**src/rtl/alu_result_stage.sv**
```systemverilog
// alu_result_stage
//   Registered result stage behind the execute-stage ALU. Up to two ALU results
//   are buffered in a 2-entry FIFO and handed to writeback in order. The stage
//   also owns the architectural {N,V,Z} flags. Flags are committed only when an
//   entry is actually consumed by writeback, so that flushed or reset entries
//   never disturb them.
//
// Ports
//   clk, rst_n       clock, asynchronous active-low reset
//   flush            synchronous discard of every buffered entry
//   in_valid/ready   upstream handshake; in_result/in_ovf/in_opcode/in_dst payload
//   out_valid/ready  writeback handshake; out_result/out_dst show the head entry
//   flags_nvz        architectural flags {N,V,Z}
module alu_result_stage #(
    parameter int DEPTH = 2,
    parameter int W     = 16
) (
    input  logic         clk,
    input  logic         rst_n,
    input  logic         flush,
    input  logic         in_valid,
    output logic         in_ready,
    input  logic [W-1:0] in_result,
    input  logic         in_ovf,
    input  logic [3:0]   in_opcode,
    input  logic [3:0]   in_dst,
    output logic         out_valid,
    input  logic         out_ready,
    output logic [W-1:0] out_result,
    output logic [3:0]   out_dst,
    output logic [2:0]   flags_nvz
);

    localparam logic [3:0] OP_ADD = 4'b0000;
    localparam logic [3:0] OP_SUB = 4'b0001;
    localparam logic [3:0] OP_XOR = 4'b0010;
    localparam logic [3:0] OP_SLL = 4'b0100;
    localparam logic [3:0] OP_SRA = 4'b0101;
    localparam logic [3:0] OP_ROR = 4'b0110;

    typedef struct packed {
        logic [W-1:0] result;
        logic [3:0]   dst;
        logic [3:0]   opcode;
        logic         ovf;
    } entry_t;

    entry_t     mem [2];
    entry_t     head;
    logic       wr_ptr, rd_ptr;
    logic [1:0] count;
    logic       rdy_en;   // holds in_ready low during reset and for the first edge after it
    logic       push, pop;
    logic [2:0] flags_q, flags_d;

    assign in_ready   = rdy_en & (count < 2'(DEPTH));
    assign out_valid  = (count != 2'd0);
    assign head       = mem[rd_ptr];
    assign out_result = head.result;
    assign out_dst    = head.dst;
    assign flags_nvz  = flags_q;

    // A flush cycle swallows both handshakes so no flag commit can leak through.
    assign push = in_valid & in_ready & ~flush;
    assign pop  = out_valid & out_ready & ~flush;

    always_comb begin
        flags_d = flags_q;
        if (pop) begin
            case (head.opcode)
                OP_ADD, OP_SUB:
                    flags_d = {head.result[W-1], head.ovf, (head.result == '0)};
                OP_XOR, OP_SLL, OP_SRA, OP_ROR:
                    flags_d[0] = (head.result == '0);
                default: ;
            endcase
        end
    end

    always_ff @(posedge clk or negedge rst_n) begin
        if (!rst_n) begin
            rdy_en  <= 1'b0;
            count   <= '0;
            wr_ptr  <= 1'b0;
            rd_ptr  <= 1'b0;
            flags_q <= '0;
            for (int i = 0; i < 2; i++) mem[i] <= '0;
        end else begin
            rdy_en  <= 1'b1;
            flags_q <= flags_d;
            if (flush) begin
                count  <= '0;
                wr_ptr <= 1'b0;
                rd_ptr <= 1'b0;
            end else begin
                if (push) begin
                    mem[wr_ptr] <= '{result: in_result, dst: in_dst,
                                     opcode: in_opcode, ovf: in_ovf};
                    wr_ptr      <= ~wr_ptr;
                end
                if (pop) rd_ptr <= ~rd_ptr;
                case ({push, pop})
                    2'b10:   count <= count + 2'd1;
                    2'b01:   count <= count - 2'd1;
                    default: ;
                endcase
            end
        end
    end

    a_no_overflow : assert property (@(posedge clk) disable iff (!rst_n)
        !(push && count == 2'd2));
    a_no_underflow : assert property (@(posedge clk) disable iff (!rst_n)
        !(pop && count == 2'd0));

endmodule

```
**config.mk**
```make
export PLATFORM = sky130hd
export DESIGN_NAME = alu_result_stage
export DESIGN_NICKNAME = d
export VERILOG_FILES = /design/src/rtl/alu_result_stage.sv
export SDC_FILE = /design/constraint.sdc
export NUM_CORES = 1
export LEC_CHECK = 0
export BUFFER_PORTS_ARGS = -buffer_cell sky130_fd_sc_hd__buf_2
export CAP_MARGIN = 5
export CORE_ASPECT_RATIO = 1.4
export CORE_UTILIZATION = 59
export CTS_BUF_LIST = sky130_fd_sc_hd__clkbuf_16
export CTS_CLUSTER_SIZE = 24
export DETAILED_ROUTE_END_ITERATION = 6
export GPL_TIMING_DRIVEN = 0
export PLACE_DENSITY = 0.93
export SYNTH_ARGS = -nofsm -noshare
export SYNTH_HDL_FRONTEND = slang
export SYNTH_SLANG_ARGS = --single-unit
```
**constraint.sdc**
```tcl
create_clock -name clk -period 3.54 [get_ports clk]
set_input_delay 0.177 -clock clk [delete_from_list [all_inputs] [get_ports clk]]
set_output_delay 0.177 -clock clk [all_outputs]
set_load 0.05 [all_outputs]
```
==> results.json <==
{
  "place_hpwl_um": 3660,
  "cts_tree": "built",
  "clockRootBuffer": "clkbuf_16",
  "drv_cap": 0,
  "preCtsSetupSlack_ns": 1.74,
  "initial_core_util": 0.616,
  "hold_viol": 0,
  "port_buffers": 53,
  "hp-start": "in_ovf",
  "synth.distinct_cells": 30,
  "grt.overflow.total": 0,
  "cpMostUsedCell": "buf_2",
  "first_global_vias": 1846,
  "fin_util": 0.748,
  "outcome": "completed",
  "async_flop_share": 1.00,
  "cts.repair.resized": 0,
  "whs_ns": 0.102,
  "yosys.cell_count.top_type": "mux2_2",
  "min_path_cells": 2,
  "antenna_found_initial": 0,
  "grtUsageTotal": 0.251,
  "core-area_mm2": 0.00454,
  "dr.first_iter.drc_count": 66,
  "netlist.top_cell.by_area": "dfrtp_1",
  "nets": 300,
  "timing.final.crit_period_ns": 2.12,
  "cp-start-kind": "flop",
  "dr.pass1.iters": 4,
  "row_count": 29,
  "synth_flop_cell": "dfrtp_1",
  "cts_num_sinks": 58,
  "hp-class": "in -> reg",
  "r2r_start": "rd_ptr$_DFFE_PN0P_",
  "grt_max_degree": 59,
  "rsz0062_at_grt": "false",
  "comb_power_share": 0.304,
  "ys_top_cells_by_area": "dfrtp_1 (52%), mux2_2 (29%), buf_4 (6.5%), a2111oi_2 (1.1%), nor2_1 (1.1%)",
  "post_drt_wl_per_cell_um": 16.1,
  "gp_congestion": 0.770,
  "fillers": 302,
  "reg2regPathDepth": 4,
  "fin_skew_ns": 0.00602,
  "syn_inst": 205,
  "clockPowerShare": 0.299,
  "cts_made_buffers": 9,
  "synth_warnings": 0,
  "htreeDepth": 3,
  "dieArea_mm2": 0.00502,
  "via_per_inst": 5.39,
  "setup_viol": 0,
  "final.setup.tns_ns": 0,
  "postRouteAntennaNets": 0,
  "worstHoldEndpoint": "mem[0]$_DFFE_PN0P_",
  "drv_slew": 0,
  "drt_wl_total_um": 5410,
  "crit_chain": "buf_6 -> buf_2 -> mux2_2 -> buf_4 -> buf_2",
  "max_slew_margin": 0.529,
  "final.period_utilization": 0.599,
  "p_total_mw": 2.36,
  "internal_power_mw": 1.59,
  "synth_fp_nets": 235,
  "avgSynthCellArea_um2": 13.6,
  "max_stage_delay_ns": 0.46,
  "r2r_slack_ns": 1.75,
  "end_kind": "output pin",
  "grt_pass1_wl_um": 8910,
  "antenna_cells": 0,
  "p_switching_mw": 0.774,
  "crit_type": "reg -> out",
  "ys_ff_latch": 58,
  "drc": 0,
  "cp_max_fo": 10,
  "synth_edf_count": 0,
  "clock.fmax_ghz": 0.471,
  "swShare": 0.327,
  "critPathRequiredTime_ns": 3.36,
  "crit_slowest_cell": "dfrtp_1",
  "vias": 1806,
  "worst_pin_slew_ns": 0.706,
  "fp.dieH_um": 83.4,
  "clockBufferDepth": 2,
  "setup_slack_ns": 1.42,
  "r2r-end": "flags_nvz[0]$_DFFE_PN0P_",
  "cp.arrival_ns": 1.94,
  "die_x_um": 60.1,
  "clk_latency_ns": 0.32,
  "syn_area_mm2": 0.00279,
  "synth_top_area_share": 0.520,
  "seqPwrFrac": 0.397,
  "power.density_mw_per_mm2": 697,
  "yosysSeqAreaShare": 0.520,
  "multi_input_area_mm2": 0.00114,
  "area_delta_synth_final_pct": 21.5,
  "p_leak_nw": 1.61,
  "clk_pin_slew_worst_paths_ns": 0.05,
  "ir_worst_vdd_mv": 0.508,
  "synth_common_cells": "mux2_2 (73), dfrtp_1 (58), buf_4 (24)",
  "io_pins": 55,
  "ff_latch_area_mm2": 0.00145,
  "drive_gt1_frac": 0.626
}
[power by group through the flow]
stage	sequential [mW]	combinational, mW	clock [mW]
floorplan	0.931	0.561	0
global placement	0.929	0.696	0
detailed placement	0.942	0.714	0
CTS	0.936	0.724	0.719
global route	0.956	0.761	0.748
finish	0.937	0.719	0.707
[worst max-delay path by stage]
stage | from | to | slack (ns) | depth (start not counted)
final | rd_ptr$_DFFE_PN0P_ | out_result[1] | 1.42 | 5
after global routing | rd_ptr$_DFFE_PN0P_ | out_result[6] | 1.35 | 5
after CTS | rd_ptr$_DFFE_PN0P_ | out_result[1] | 1.39 | 5
after detailed placement | rd_ptr$_DFFE_PN0P_ | out_result[6] | 1.74 | 5
after global placement | rd_ptr$_DFFE_PN0P_ | out_result[9] | 1.74 | 5
after floorplan | count[1]$_DFFE_PN0P_ | mem[25]$_DFFE_PN0P_ | 2.03 | 4
[stage by stage]
| step | cell area, um^2 | std cells |
|---|---|---|
| detailed placement | 3140 | 320 |
| CTS | 3380 | 334 |
| global placement | 3140 | 320 |
| finish | 3390 | 335 |
| global route | 3390 | 335 |
| floorplan | 2790 | 205 |
[critical path: cells and delay by family, from the launching register on]
family / cells / cell delay, ns
buf+inv: 4 / 0.80
flops: 1 / 0.46
mux: 1 / 0.38
[cells by family after synthesis]
kind of cell    synth area share
buf+inv                   0.0735
xor+xnor                 0.00627
other cells              0.00134
flops                      0.520
compound gates            0.0278
simple gates              0.0730
mux                        0.298
[area by class of cell]
class / count / area share
Clock inverter: 5 / 0.00553
Sequential cell: 58 / 0.428
Buffer: 28 / 0.0605
Clock buffer: 9 / 0.0664
Tap cell: 62 / 0.0229
Multi-Input combinational cell: 119 / 0.335
Timing Repair Buffer: 54 / 0.0819
[metal layers]
metal,global-route usage,part of all wire,routed length [um],vias to the layer above
met2,0.398,0.53,2880,58
met5,0,0,0,-
li1,-,-,-,842
met4,0.127,0.020,107,0
met3,0.0685,0.040,214,9
met1,0.306,0.41,2200,897
[cells in the final DEF, fill, tap and decap left out, types with 2 or more instances in the layout]
cell       count
mux2_2        73
xor2_1         2
dfrtp_1       58
a2111oi_2      2
nor3_1         5
nor2_1         8
a21oi_1        4
inv_1          4
buf_2         54
nor2b_1        4
clkbuf_16      9
nand2_1        2
nor4_1         2
buf_4         25
nand4_1        2
[registers in the layout, indices dropped and copies added (netlist names)]
signal	flops
rd_ptr	1
flags_nvz	3
rdy_en	1
mem	50
wr_ptr	1
count	2
[timing repair]
| item | 4_1_cts | 5_1_grt |
|---|---|---|
| buffers inserted | 0 | 0 |
| hold buffers | 0 | 1 |
| hold endpoints to repair | 0 | 58 |
No activity file was read; power rests on OpenSTA's default activity.
